===== src/rtl/uart_tx.sv =====
// 8N1 UART transmitter with a small byte FIFO; dout is registered one cycle
// behind the FSM state, so the start bit appears two cycles after the write.
module uart_tx #(
  parameter int BAUD       = 434,
  parameter int FIFO_DEPTH = 4
) (
  input  logic       clk,
  input  logic       rst_n,
  input  logic [7:0] din,
  input  logic       din_vld,
  output logic       rdy,
  output logic       dout,
  output logic       busy
);

  typedef enum logic [1:0] {IDLE, START, DATA, STOP} state_t;

  localparam int AW = $clog2(FIFO_DEPTH);
  localparam int CW = AW + 1;
  localparam logic [12:0]   BAUD_LAST = 13'(BAUD - 1);
  localparam logic [CW-1:0] DEPTH_C   = CW'(FIFO_DEPTH);

  state_t        state;
  state_t        next_state;
  logic [12:0]   baud_cnt;
  logic [2:0]    bit_cnt;
  logic [7:0]    shift;
  logic [7:0]    mem [FIFO_DEPTH];
  logic [AW-1:0] wr_ptr;
  logic [AW-1:0] rd_ptr;
  logic [CW-1:0] count;
  logic [CW-1:0] next_count;
  logic          push;
  logic          pop;
  logic          baud_wrap;

  // Handshake: a byte is taken on every cycle where din_vld and rdy are both
  // high; rdy is registered, so a full FIFO refuses even when a pop coincides.
  always_comb begin
    baud_wrap  = (baud_cnt == BAUD_LAST);
    push       = din_vld && rdy;
    pop        = 1'b0;
    next_state = state;
    case (state)
      IDLE: begin
        if (count != '0) begin
          pop        = 1'b1;
          next_state = START;
        end
      end
      START: if (baud_wrap) next_state = DATA;
      DATA:  if (baud_wrap && bit_cnt == 3'd7) next_state = STOP;
      STOP: begin
        if (baud_wrap) begin
          if (count != '0) begin
            pop        = 1'b1;
            next_state = START;
          end else begin
            next_state = IDLE;
          end
        end
      end
      default: next_state = IDLE;
    endcase
    next_count = count + CW'(push) - CW'(pop);
  end

  always_ff @(posedge clk) begin
    if (!rst_n) begin
      state    <= IDLE;
      baud_cnt <= '0;
      bit_cnt  <= '0;
      shift    <= '0;
      wr_ptr   <= '0;
      rd_ptr   <= '0;
      count    <= '0;
      dout     <= 1'b1;
      rdy      <= 1'b1;
      busy     <= 1'b0;
    end else begin
      if (push) begin
        mem[wr_ptr] <= din;
        wr_ptr      <= wr_ptr + AW'(1);
      end
      if (pop) begin
        rd_ptr <= rd_ptr + AW'(1);
      end
      count <= next_count;
      rdy   <= (next_count < DEPTH_C);
      busy  <= (next_state != IDLE) || (next_count != '0);
      state <= next_state;

      // Baud counter restarts on every state change and idles at zero.
      if (state == IDLE || next_state != state || baud_wrap) begin
        baud_cnt <= '0;
      end else begin
        baud_cnt <= baud_cnt + 13'd1;
      end

      if (state != DATA) begin
        bit_cnt <= '0;
      end else if (baud_wrap) begin
        bit_cnt <= bit_cnt + 3'd1;
      end

      if (pop) begin
        shift <= mem[rd_ptr];
      end else if (state == DATA && baud_wrap) begin
        shift <= {1'b0, shift[7:1]};
      end

      case (state)
        START:   dout <= 1'b0;
        DATA:    dout <= shift[0];
        default: dout <= 1'b1;
      endcase
    end
  end

endmodule


===== config.mk =====
export PLATFORM = sky130hd
export DESIGN_NAME = uart_tx
export DESIGN_NICKNAME = d
export VERILOG_FILES = /design/src/rtl/uart_tx.sv
export SDC_FILE = /design/constraint.sdc
export NUM_CORES = 1
export LEC_CHECK = 0
export ABC_AREA = 1
export CAP_MARGIN = 20
export CORE_ASPECT_RATIO = 0.8
export CORE_MARGIN = 2
export CORE_UTILIZATION = 56
export CTS_BUF_LIST = sky130_fd_sc_hd__clkbuf_8 sky130_fd_sc_hd__clkbuf_16
export CTS_CLUSTER_SIZE = 40
export DETAILED_ROUTE_END_ITERATION = 10
export DONT_BUFFER_PORTS = 1
export GPL_TIMING_DRIVEN = 1
export PLACE_DENSITY_LB_ADDON = 0.08
export SYNTH_ARGS = -nofsm -noshare
export SYNTH_HDL_FRONTEND = slang
export SYNTH_SLANG_ARGS = --single-unit

===== constraint.sdc =====
create_clock -name clk -period 2.7 [get_ports clk]
set_input_delay 0.54 -clock clk [delete_from_list [all_inputs] [get_ports clk]]
set_output_delay 0.54 -clock clk [all_outputs]
set_load 0.01 [all_outputs]

; Word level (Yosys, flattened, before mapping)
; Memories as Yosys holds them, arrays and structs flattened. A register that Yosys moved wholly into a read port is not among the register bits.
; Cells that the tools add are included.
[classes]
add_sub_neg = 6
order_cmp = 1
mux = 17
n_reduce_logical = 13
n_bitwise = 1
n_eq_ne = 7
[op_table]
columns = operator, count
row1 = 8-bit 2-to-1 mux, 2
row2 = 13-bit by 1-bit adder with 13-bit output (second input constant), 1
row3 = 13-bit by 9-bit equality test with 1-bit output (second input constant), 1
row4 = 2-bit 2-to-1 mux, 6
row5 = 2-bit case mux with 4 select lines, 1
row6 = 1-bit 2-to-1 mux, 6
row7 = 3-bit nonzero test, 2
row8 = 2-bit by 1-bit adder with 2-bit output (second input constant), 2
row9 = 2-bit equality test (second input constant), 2
row10 = 1-bit case mux with 2 select lines, 2
row11 = 2-bit nonzero test, 2
row12 = 2-bit OR reduction, 2
row13 = 3-bit by 1-bit adder with 3-bit output, 1
row14 = 3-bit by 1-bit adder with 3-bit output (second input constant), 1
row15 = 3-bit equality test (second input constant), 1
row16 = 1-bit logical AND, 3
row17 = 1-bit logical OR, 3
row18 = 3-bit < comparator (second input constant), 1
row19 = 3-bit by 1-bit subtractor with 3-bit output, 1
row20 = 2-bit by 1-bit equality test with 1-bit output (second input constant), 1
row21 = 2-bit zero test, 1
row22 = 2-bit != test, 1
row23 = 2-bit != test (second input constant), 1
row24 = 1-bit inverter, 1
[totals]
inputBits = 11
ram_bits = 32
ff_bits = 36
out_inout_bits = 3
n_memories = 1
[memory_table]
columns = name, depth, word_bits, read_ports, rd_ports_with_merged_regs, wr, line
row1 = mem, 4, 8, 1, 1, 1, 28  ; logic [7:0] mem [FIFO_DEPTH];

; Longest topological paths before layout
; Gate-level depths: netlist of the first run.
[depth]
depth_word = 8
mapped_depth = 16
depth_no_buf = 15

; Worst setup path after synthesis of the first run
; OpenSTA, ideal clock, no wires.
[synth_path]
kind = register to register
startpoint = register baud_cnt[0]
endpoint = register busy
required_time_ns = 2.576
period_less_slack_ns = 2.649
n_path_buf = 1
arrival_ns = 2.525
setup_slack_ns = 0.051
stages_incl_launch_ff = 16
setup_time_ns = 0.124
cell_sequence = dfxtp_1 ha_1 nand2_1 nor2_4 nand3_2 o21ai_1 nand2_1 buf_2 xor2_1 ha_1 inv_1 fa_1 xnor2_1 xnor2_1 nor3b_1 a31oi_1
[synth_via]
elab_chain_len = 6
[synth_lines]
columns = item, line
row1 = from (decl), 25  ; logic [12:0] baud_cnt;
row2 = from (signal assigned), 97  ; baud_cnt <= baud_cnt + 13'd1;
row3 = 13-bit by 9-bit equality test with 1-bit output *, 40  ; baud_wrap = (baud_cnt == BAUD_LAST);
row4 = 1-bit 2-to-1 mux / 1-bit logical AND (equally long branches), "54, 52"
row5 = 1-bit case mux with 2 select lines / 2-bit 2-to-1 mux (equally long branches), "44, 52"
row6 = 3-bit by 1-bit subtractor with 3-bit output / 2-bit case mux with 4 select lines (equally long branches), "65, 44"
row7 = 3-bit nonzero test / 2-bit nonzero test (equally long branches), 90  ; busy <= (next_state != IDLE) || (next_count != '0);
row8 = 1-bit logical OR *, 90
row9 = to (signal assigned), 90
row10 = to (decl), 13  ; output logic busy
; Every way passes the cells marked *; elsewhere a longest branch is shown, timed or not.
; A chain may end at the register's enable or synchronous reset.

; Worst setup path after layout of the first run
[layout_path]
startpoint = register state[0]
endpoint = register busy
[layout_via]
elab_chain_len = 5
[layout_lines]
columns = item, line
row1 = from (decl), 23  ; state_t state;
row2 = from (signal assigned), 91  ; state <= next_state;
row3 = 2-bit equality test / 2-bit zero test (equally long branches), 44  ; case (state)
row4 = 1-bit case mux with 2 select lines, 44
row5 = 3-bit by 1-bit subtractor with 3-bit output, 65  ; next_count = count + CW'(push) - CW'(pop);
row6 = 3-bit nonzero test, 90
row7 = 1-bit logical OR *, 90
; Marked as above.

==> metrics, run 1 <==
CTS tree=yes; commonest non-fill, non-tap cells in the layout=nor2_1, inv_1, nand2_1; pin count of the biggest net entering global routing=17; IO Pins=14; crit share post-route=0.897; routed vias=about 2200; n_diodes=0; DIE HEIGHT=71.1 microns; Startpoint Class=register; starting density of the core=0.580; CP endpoint kind=register; Max Used Layer=met4; worst-path fanout max=16; simple logic cell fraction of the synthesized area=0.208; RSZ-0062 raised after global routing=no; hold_ws=0.292 ns; commonest non-fill, non-tap cell in the layout=nor2_1; Max Buffers Root-to-Sink=2; total gr overflow=0; Synth area leader=edfxtp_1; Routed WL per cell=12.7 microns; # rows=24; Final Setup Violations=0; YS warnings=0; Layout area overhead=10.9%; ANT nets after route=0; Core Footprint=5440 sq um; post-synthesis compound-gate area fraction=0.0850; GR Util All Layers=0.195; setup_tns=0 ns; Fin Clk Skew=0.00996 ns; DRC Markers=0; Slew Viols, Final=0; via density per instance=5.03; number of port buffers=0; Non-Filler Instances=roughly 430; power consumption=3.13 mW; Max Freq=0.413 GHz; DP Worst Slack=0.127 ns; top cells by area, synth=edfxtp_1, dfxtp_1, ha_1, nor2_1, inv_1; dpl hpwl=3810 microns; Synth Cell Area=3150 sq um; Pwr Density=between 800 and 900 nW/um^2; first-pass GRT wire length=9280 microns; adder-cell share of the synthesized area=0.0619; H-Tree Depth=3; WS Path Type=register to register; DRT iter0 DRCs=between 100 and 150; routed wl met3=219 microns; Pleak=1.35 nW; layout cells sized above 1=0.146; Total Wirelength=between 5000 and 6000 microns; share of the synthesized area in the top cell type=0.305; Final Hold Viols=0; CP required=2.96 ns; initial antenna violation count=0; xor and xnor area share after synthesis=0.0361; post-synthesis register bit count=70; post-synthesis cell type count=30; register area=1720 sq um; worst setup margin=0.279 ns; Hold WC Path Type=input pin to register; run status=finished, final reports clean; post-synthesis mux area share=0; Worst EP arrival=2.68 ns; multi-input logic area=1250 sq um; DRT met1 WL=between 2000 and 3000 microns; number of global-route vias before repair=2075; max-cap viol count=0; final net count=around 380; Tightest Pin Transition=0.553 ns; fill count=443; final RePlAce weighted congestion=slightly above 0.8; register area share after synthesis=0.546; CTS Root Cell=clkbuf_8; clock buffer count from CTS=9; Syn Nets=~360; CTS Hold Buffers Added=0; relative slew slack=0.628; syn_area_per_cell=9.32 sq um; TritonCTS Sinks=70; Die X=between 80 and 90 microns; die footprint=6250 sq um; min Tclk post-route=2.42 ns; dpl cells=416; number of detailed-route iterations in the first pass=4; clock insertion delay at the later pin of the skew report=0.34 ns; Worst-path clk slew=around 0.080 ns; DR WL met2=2590 microns; largest family of logic cells by synthesized area=simple AND/OR/NAND/NOR gates; Mapped Cells=338; VDD IR max=0.519 mV
kinds of logic (layout without fill, tap and decap cells):
family	count (synthesis)	in the layout
compound gates	50	50
buf+inv	50	68
flops	70	70
fa+ha+maj	15	15
simple gates	140	140
xor+xnor	13	13
routing by layer:
metal	track usage	vias up
li1	-	1145
met4	0.0803	0
met1	0.252	985
met2	0.301	45
met5	0	-
met3	0.0665	10
synthesized netlist by cell type:
library cell  count
dfxtp_1          38
nand3_4           1
clkbuf_1          4
nor4_1            1
a31oi_1           6
clkinv_1          1
nor2_1           45
inv_2             3
nor3_1           10
nand3_2           1
xnor2_1           3
ha_1             14
o22ai_1           8
inv_1            40
nor2_4            2
nor2_2           11
fa_1              1
o21ai_0          28
o21ai_1           1
buf_2             1
edfxtp_1         32
buf_6             1
or2_2             1
xor2_1           10
nand2_2           7
nand2_1          38
a21oi_1           7
nand4_1           2
nor3b_1           1
nand3_1          20
power by group:
group / switching [mW] / internal [mW]
clock network: 0.392 / 0.429
registers: 0.0981 / 1.25
logic: 0.599 / 0.361
total: 1.09 / 2.04
path summary, 6_finish.rpt:
check	start	to	slack (ns)	cells after the start
worst min-delay path	din[7]	mem[3][7]	0.29	0
worst max-delay path	state[0]	busy	0.28	13
worst max register to register	state[0]	busy	0.28	13
worst min register to register	baud_cnt[0]	baud_cnt[0]	0.44	1
sequential cells by signal (all words and copies together) (netlist names), named ones only:
| register | count |
|---|---|
| state | 2 |
| baud_cnt | 13 |
| bit_cnt | 3 |
| rd_ptr | 2 |
| mem | 32 |
| count | 3 |
| dout | 1 |
| rdy | 1 |
| shift | 8 |
| busy | 1 |
| wr_ptr | 2 |
area by class of cell:
type,count,area share
sequential,70,0.493
multi-input combinational,218,0.358
inverter,44,0.0473
clock buffer,9,0.0354
tap,78,0.0279
clock inverter,7,0.0215
timing repair buffer,8,0.0172
timing repair:
item / CTS / global route
endpoints found under the setup margin: 0 / 3
buffers inserted: 0 / 2
resized for setup: 0 / 4
critical path, cell delays in order, from the launching register on:
cell	delay [ns]
dfxtp_1	0.40
inv_1	0.14
ha_1	0.22
inv_1	0.08
o21ai_2	0.05
nand2_1	0.09
buf_4	0.11
buf_4	0.19
nor2_1	0.08
fa_1	0.40
xnor2_1	0.14
xnor2_1	0.23
nor3b_2	0.07
a31oi_1	0.15
metrics by stage:
step	utilization	area (sq um)
finish	0.643	3490
global route	0.643	3490
CTS	0.637	3460
detailed placement	0.600	3260
global placement	0.600	3260
floorplan	-	3150
Note: power is estimated with default switching activity, not from simulation.
==> inputs of run 2 (changes only) <==
--- a/config.mk
+++ b/config.mk
@@ -6,8 +6,7 @@
 export NUM_CORES = 1
 export LEC_CHECK = 0
 export ABC_AREA = 1
-export CAP_MARGIN = 20
-export CORE_ASPECT_RATIO = 0.8
+export CORE_ASPECT_RATIO = 1.75
 export CORE_MARGIN = 2
 export CORE_UTILIZATION = 56
 export CTS_BUF_LIST = sky130_fd_sc_hd__clkbuf_8 sky130_fd_sc_hd__clkbuf_16
@@ -15,7 +14,7 @@
 export DETAILED_ROUTE_END_ITERATION = 10
 export DONT_BUFFER_PORTS = 1
 export GPL_TIMING_DRIVEN = 1
-export PLACE_DENSITY_LB_ADDON = 0.08
+export PLACE_DENSITY = 0.74
 export SYNTH_ARGS = -nofsm -noshare
 export SYNTH_HDL_FRONTEND = slang
 export SYNTH_SLANG_ARGS = --single-unit
==> metrics, run 2 (same netlist as run 1, synthesis figures left out) <==
CP required=2.93 ns (was 2.96 ns); DRT iter0 DRCs=79 (was 107); placed inst area=3250 sq um (was 3260 sq um); relative slew slack=0.537 (was 0.628); Die X=60.7 microns (was 87.9 microns); ANT nets after route=0 (unchanged); final RePlAce weighted congestion=0.891 (was 0.829); Pwr Density=901 nW/um^2 (was 897 nW/um^2); Slew Viols, Final=0 (unchanged); Core Footprint=5500 sq um (was 5440 sq um); DRC Markers=0 (unchanged); Startpoint Class=register (unchanged); DRT met1 WL=2130 microns (was 2620 microns); pin count of the biggest net entering global routing=18 (was 17); Final Setup Violations=0 (unchanged); number of port buffers=0 (unchanged); CTS Root Cell=clkbuf_8 (unchanged); number of detailed-route iterations in the first pass=4 (unchanged); final instance area=3470 sq um (was 3490 sq um); Worst-path clk slew=0.08 ns (about the same); final net count=374 (was 377); top flop regs=mem x32, baud_cnt x13, shift x8 (unchanged); commonest non-fill, non-tap cell in the layout=nor2_1 (unchanged); # rows=36 (was 24); layout cells sized above 1=0.139 (was 0.146); max reg flops=32 (unchanged); routed wl met3=169 microns (was 219 microns); crit share post-route=0.928 (was 0.897); CTS tree=yes (unchanged); number of global-route vias before repair=2041 (was 2075); Tightest Pin Transition=0.692 ns (was 0.553 ns); routed vias=2200 (was 2185); starting density of the core=0.574 (was 0.580); Biggest register=mem (unchanged); n_diodes=0 (unchanged); VDD IR max=0.786 mV (was 0.519 mV); clock insertion delay at the later pin of the skew report=0.34 ns (about the same); die footprint=6270 sq um (was 6250 sq um); DR WL met2=3000 microns (was 2590 microns); clock buffer count from CTS=9 (unchanged); run status=finished, final reports clean (unchanged); Max Freq=0.399 GHz (was 0.413 GHz); Layout area overhead=9.96% (was 10.9%); DIE HEIGHT=103 microns (was 71.1 microns); total gr overflow=0 (unchanged); TritonCTS Sinks=70 (unchanged); via density per instance=5.13 (was 5.03); Routed WL per cell=12.6 microns (was 12.7 microns); Pleak=1.33 nW (was 1.35 nW); min Tclk post-route=2.51 ns (was 2.42 ns); worst-path fanout max=6 (was 16); dpl hpwl=3940 microns (was 3810 microns); Hold WC Path Type=input pin to register (unchanged); H-Tree Depth=3 (unchanged); commonest non-fill, non-tap cells in the layout=nor2_1, inv_1, nand2_1 (unchanged); Max Buffers Root-to-Sink=2 (unchanged); power consumption=3.12 mW (was 3.13 mW); WS Path Type=register to register (unchanged); Total Wirelength=5400 microns (was 5510 microns); Max Used Layer=met4 (unchanged); first-pass GRT wire length=8560 microns (was 9280 microns); max-cap viol count=0 (unchanged); Worst EP arrival=2.74 ns (was 2.68 ns); Final Hold Viols=0 (unchanged); CP endpoint kind=register (unchanged); final core utilization=0.631 (was 0.643); CTS Hold Buffers Added=0 (unchanged); GR Util All Layers=0.188 (was 0.195); Fin Clk Skew=0.0101 ns (was 0.00996 ns); initial antenna violation count=0 (unchanged); IO Pins=14 (unchanged)
run 2: cell count changes in the layout (fill, tap and decap cells not counted), sizes merged:
cell,before,now
clkinv,3,4
buf,8,5
inv,45,44
run 2: area by class of cell:
cell class                      count  area, sq um
Tap cell                           76         95.1
Timing Repair Buffer                5         37.5
Clock inverter                      7         72.6
Inverter                           44          165
Sequential cell                    70         1720
Fill cell                         466         2030
Clock buffer                        9          124
Multi-Input combinational cell    218         1250
run 2: what timing repair did:
action                     CTS  global route
setup buffers                0             1
setup endpoints to repair    0             2
gates resized for setup      0             3
run 2: power breakdown:
part	total [mW]	switching (mW)	internal, mW	leakage, nW
clock	0.832	0.404	0.428	0.0956
sequential	1.37	0.114	1.25	0.601
combinational	0.921	0.579	0.342	0.638
total	3.12	1.10	2.02	1.33
run 2: metal layers:
metal  global-route usage  up-vias
met4               0.0903        0
met5                    0        -
li1                     -     1132
met2                0.348       30
met3               0.0547        9
met1                0.183     1029
run 2: path summary, 6_finish.rpt:
check	start	endpoint	slack, ns	depth (start not counted)
setup reg to reg	baud_cnt[1]	busy	0.19	15
hold / removal	rst_n	rdy	0.29	1
setup / recovery	baud_cnt[1]	busy	0.19	15
hold reg to reg	baud_cnt[0]	baud_cnt[0]	0.44	1
run 2: critical path, stage by stage, from the launching register on:
cell and delay (ns):
dfxtp_1 0.33, inv_1 0.06, ha_1 0.12, nand2_1 0.08
nor2_4 0.15, nand3_4 0.11, o21ai_1 0.13, nand2_1 0.09
xor2_1 0.14, ha_1 0.17, inv_1 0.05, fa_1 0.40
xnor2_2 0.15, xnor2_1 0.14, nor3b_1 0.19, a31oi_1 0.10
run 2: per-stage QoR:
| stage | hold WS (ns) | setup TNS, ns | std cells | worst slack [ns] |
|---|---|---|---|---|
| finish | 0.291 | 0 | 429 | 0.194 |
| global route | 0.269 | -0.0152 | 429 | -0.0152 |
| CTS | 0.276 | 0 | 428 | 0.0809 |
| detailed placement | 0.465 | 0 | 412 | 0.0960 |
| global placement | 0.441 | 0 | 412 | 0.177 |
| floorplan | 0.428 | 0 | 338 | 0.0514 |
==> RTL change: new RTL, settings of run 1 <==
The parameter `FIFO_DEPTH` goes from 4 to 8.
--- a/src/rtl/uart_tx.sv
+++ b/src/rtl/uart_tx.sv
@@ -2,7 +2,7 @@
 // behind the FSM state, so the start bit appears two cycles after the write.
 module uart_tx #(
   parameter int BAUD       = 434,
-  parameter int FIFO_DEPTH = 4
+  parameter int FIFO_DEPTH = 8
 ) (
   input  logic       clk,
   input  logic       rst_n,
Function: changed (a bounded check fails within 10 cycles, from zero or initial values and one cycle with rst_n low).
==> RTL change against run 1 <==
  * Design area up 45%
  * Fmax down 2.2%
  * First-iteration DRC count up 110%
  * Routed wire length up 66%
  * Setup slack worse by 0.054 ns
  * Area after synthesis up 48%
  * Via count up 45%
  * Power up 40%
  * Sequential cell count up 36
  * Highest routed layer unchanged
==> RTL change: results (changes against run 1) <==
Status -> completed (unchanged)
GR Util met1 -> 31.7% (was 25.2%)
Worst skew pair latency -> 0.37 ns (was 0.34 ns)
XOR/XNOR Fraction of Synth Area -> 2.44% (was 3.61%)
GRT met3 Usage -> 6.16% (was 6.65%)
Ys Warns -> 0 (unchanged)
Clk pwr share -> 20.2% (was 26.2%)
Wire length on met3 -> 648 um (was 219 um)
Placement-stage worst setup slack -> 0.169 ns (was 0.127 ns)
Vias in the first global route -> 2990 (was 2075)
Met2 usage -> 33.2% (was 30.1%)
Worst reg2reg startpoint -> baud_cnt[1] (was state[0])
EDFF count, synth -> 64 (was 32)
Post-Synth Adder-Cell Area -> 4.44% (was 6.19%)
HPWL Detailed -> 6080 um (was 3810 um)
Wl on met1 -> 4180 um (was 2620 um)
Clk pwr -> 886 uW (was 821 uW)
Cell internal pwr -> 2.78 mW (was 2.04 mW)
Compound-gate portion of the synthesized area -> 8.92% (was 8.50%)
Vias/cell -> 5.30 (was 5.03)
CTS clk-pin slew, worst paths -> 0.10 ns (was 0.08 ns)
Hold Crit Start -> din[5] (was din[7])
Max VDD drop -> 0.406 mV (was 0.519 mV)
Overall routing resource usage -> 22.1% (was 19.5%)
Combinational Power Share -> 35.0% (was 30.6%)
CP max FO -> 3 (was 16)
Initial DRC Count -> 228 (was 107)
Slew HR -> 56.9% (was 62.8%)
CP arrival -> 2.75 ns (was 2.68 ns)
Pin count of the biggest net entering global routing -> 33 (was 17)
RePlAce Congestion -> 0.862 (was 0.829)
HP Class -> in -> reg (unchanged)
Leak pwr -> 1.91 nW (was 1.35 nW)
Post-synthesis mux area share -> 0% (unchanged)
Root buffer cell -> clkbuf_8 (unchanged)
Register area share after synthesis -> 59.1% (was 54.6%)
Final nets -> 512 (was 377)
Top flop regs -> mem (64), baud_cnt (13), shift (8) (was mem (32), baud_cnt (13), shift (8))
Layout cells sized above 1 -> 13.9% (was 14.6%)
Placed Instances -> 580 (was 416)
DP Area -> 4870 um^2 (was 3260 um^2)
Routed via count -> 3170 (was 2185)
Most instantiated cells after synthesis -> 79 x nand2_1, 64 x edfxtp_1, 58 x nor2_1 (was 45 x nor2_1, 40 x inv_1, 38 x dfxtp_1, 38 x nand2_1, 32 x edfxtp_1)
Largest cells by area after synthesis -> edfxtp_1 41%, dfxtp_1 18%, nand2_1 6.3%, nor2_1 4.7%, o21ai_0 4.2% (was edfxtp_1 30%, dfxtp_1 24%, ha_1 5.6%, nor2_1 5.4%, inv_1 4.8%)
Synthesized instance count -> 469 (was 338)
Post-DR wirelength/cell -> 15.3 um (was 12.7 um)
Skew final -> 0.00669 ns (was 0.00996 ns)
Fillers -> 642 (was 443)
First-pass GRT wire length -> 15000 um (was 9280 um)
Syn Nets -> 496 (was 364)
WL met2 -> 4190 um (was 2590 um)
[RTL change: cell types whose count changed in the layout (fill, tap and decap cells not counted), moves of 7 or more]
cell,change
buf_4,+11
edfxtp_1,+32
nand2_1,+40
nor2_1,+12
nor2_2,-7
nor2_4,+9
o21ai_0,+11
[RTL change: critical path, stage by stage, from the launching register on]
cell     delay (ns)
dfxtp_2        0.34
inv_1          0.05
ha_1           0.15
nand2_1        0.06
nor2_2         0.12
nand3_4        0.11
inv_2          0.07
nand2_1        0.04
nand2_1        0.06
nand2_2        0.07
inv_2          0.06
nand2_2        0.08
nand2_1        0.09
ha_2           0.20
fa_2           0.45
nor2_2         0.09
nand2_1        0.05
nor2_1         0.10
nand3_1        0.08
nand2_1        0.06
inv_1          0.03
[RTL change: timing repair]
item / CTS / global route
buffers inserted: 0 / 2
setup endpoints to repair: 0 / 1
resized for setup: 0 / 7
[RTL change: kinds of logic after synthesis]
logic type      Yosys count
compound gates           77
xor+xnor                 13
fa+ha+maj                16
buf+inv                  59
flops                   106
simple gates            198
[RTL change: final cells by class]
type / count / area (um^2) / share of cell area, %
clock inverter: 7 / 52.6 / 1.03
sequential: 106 / 2770 / 54.5
tap: 108 / 135 / 2.66
inverter: 45 / 169 / 3.33
timing repair buffer: 19 / 143 / 2.81
clock buffer: 9 / 124 / 2.44
multi-input combinational: 304 / 1690 / 33.3
[RTL change: final timing paths]
| path | to | slack [ns] | cells after the start |
|---|---|---|---|
| setup / recovery | busy | 0.23 | 20 |
| hold / removal | mem[4][5] | 0.26 | 0 |
| setup reg to reg | busy | 0.23 | 20 |
| hold reg to reg | bit_cnt[0] | 0.48 | 2 |
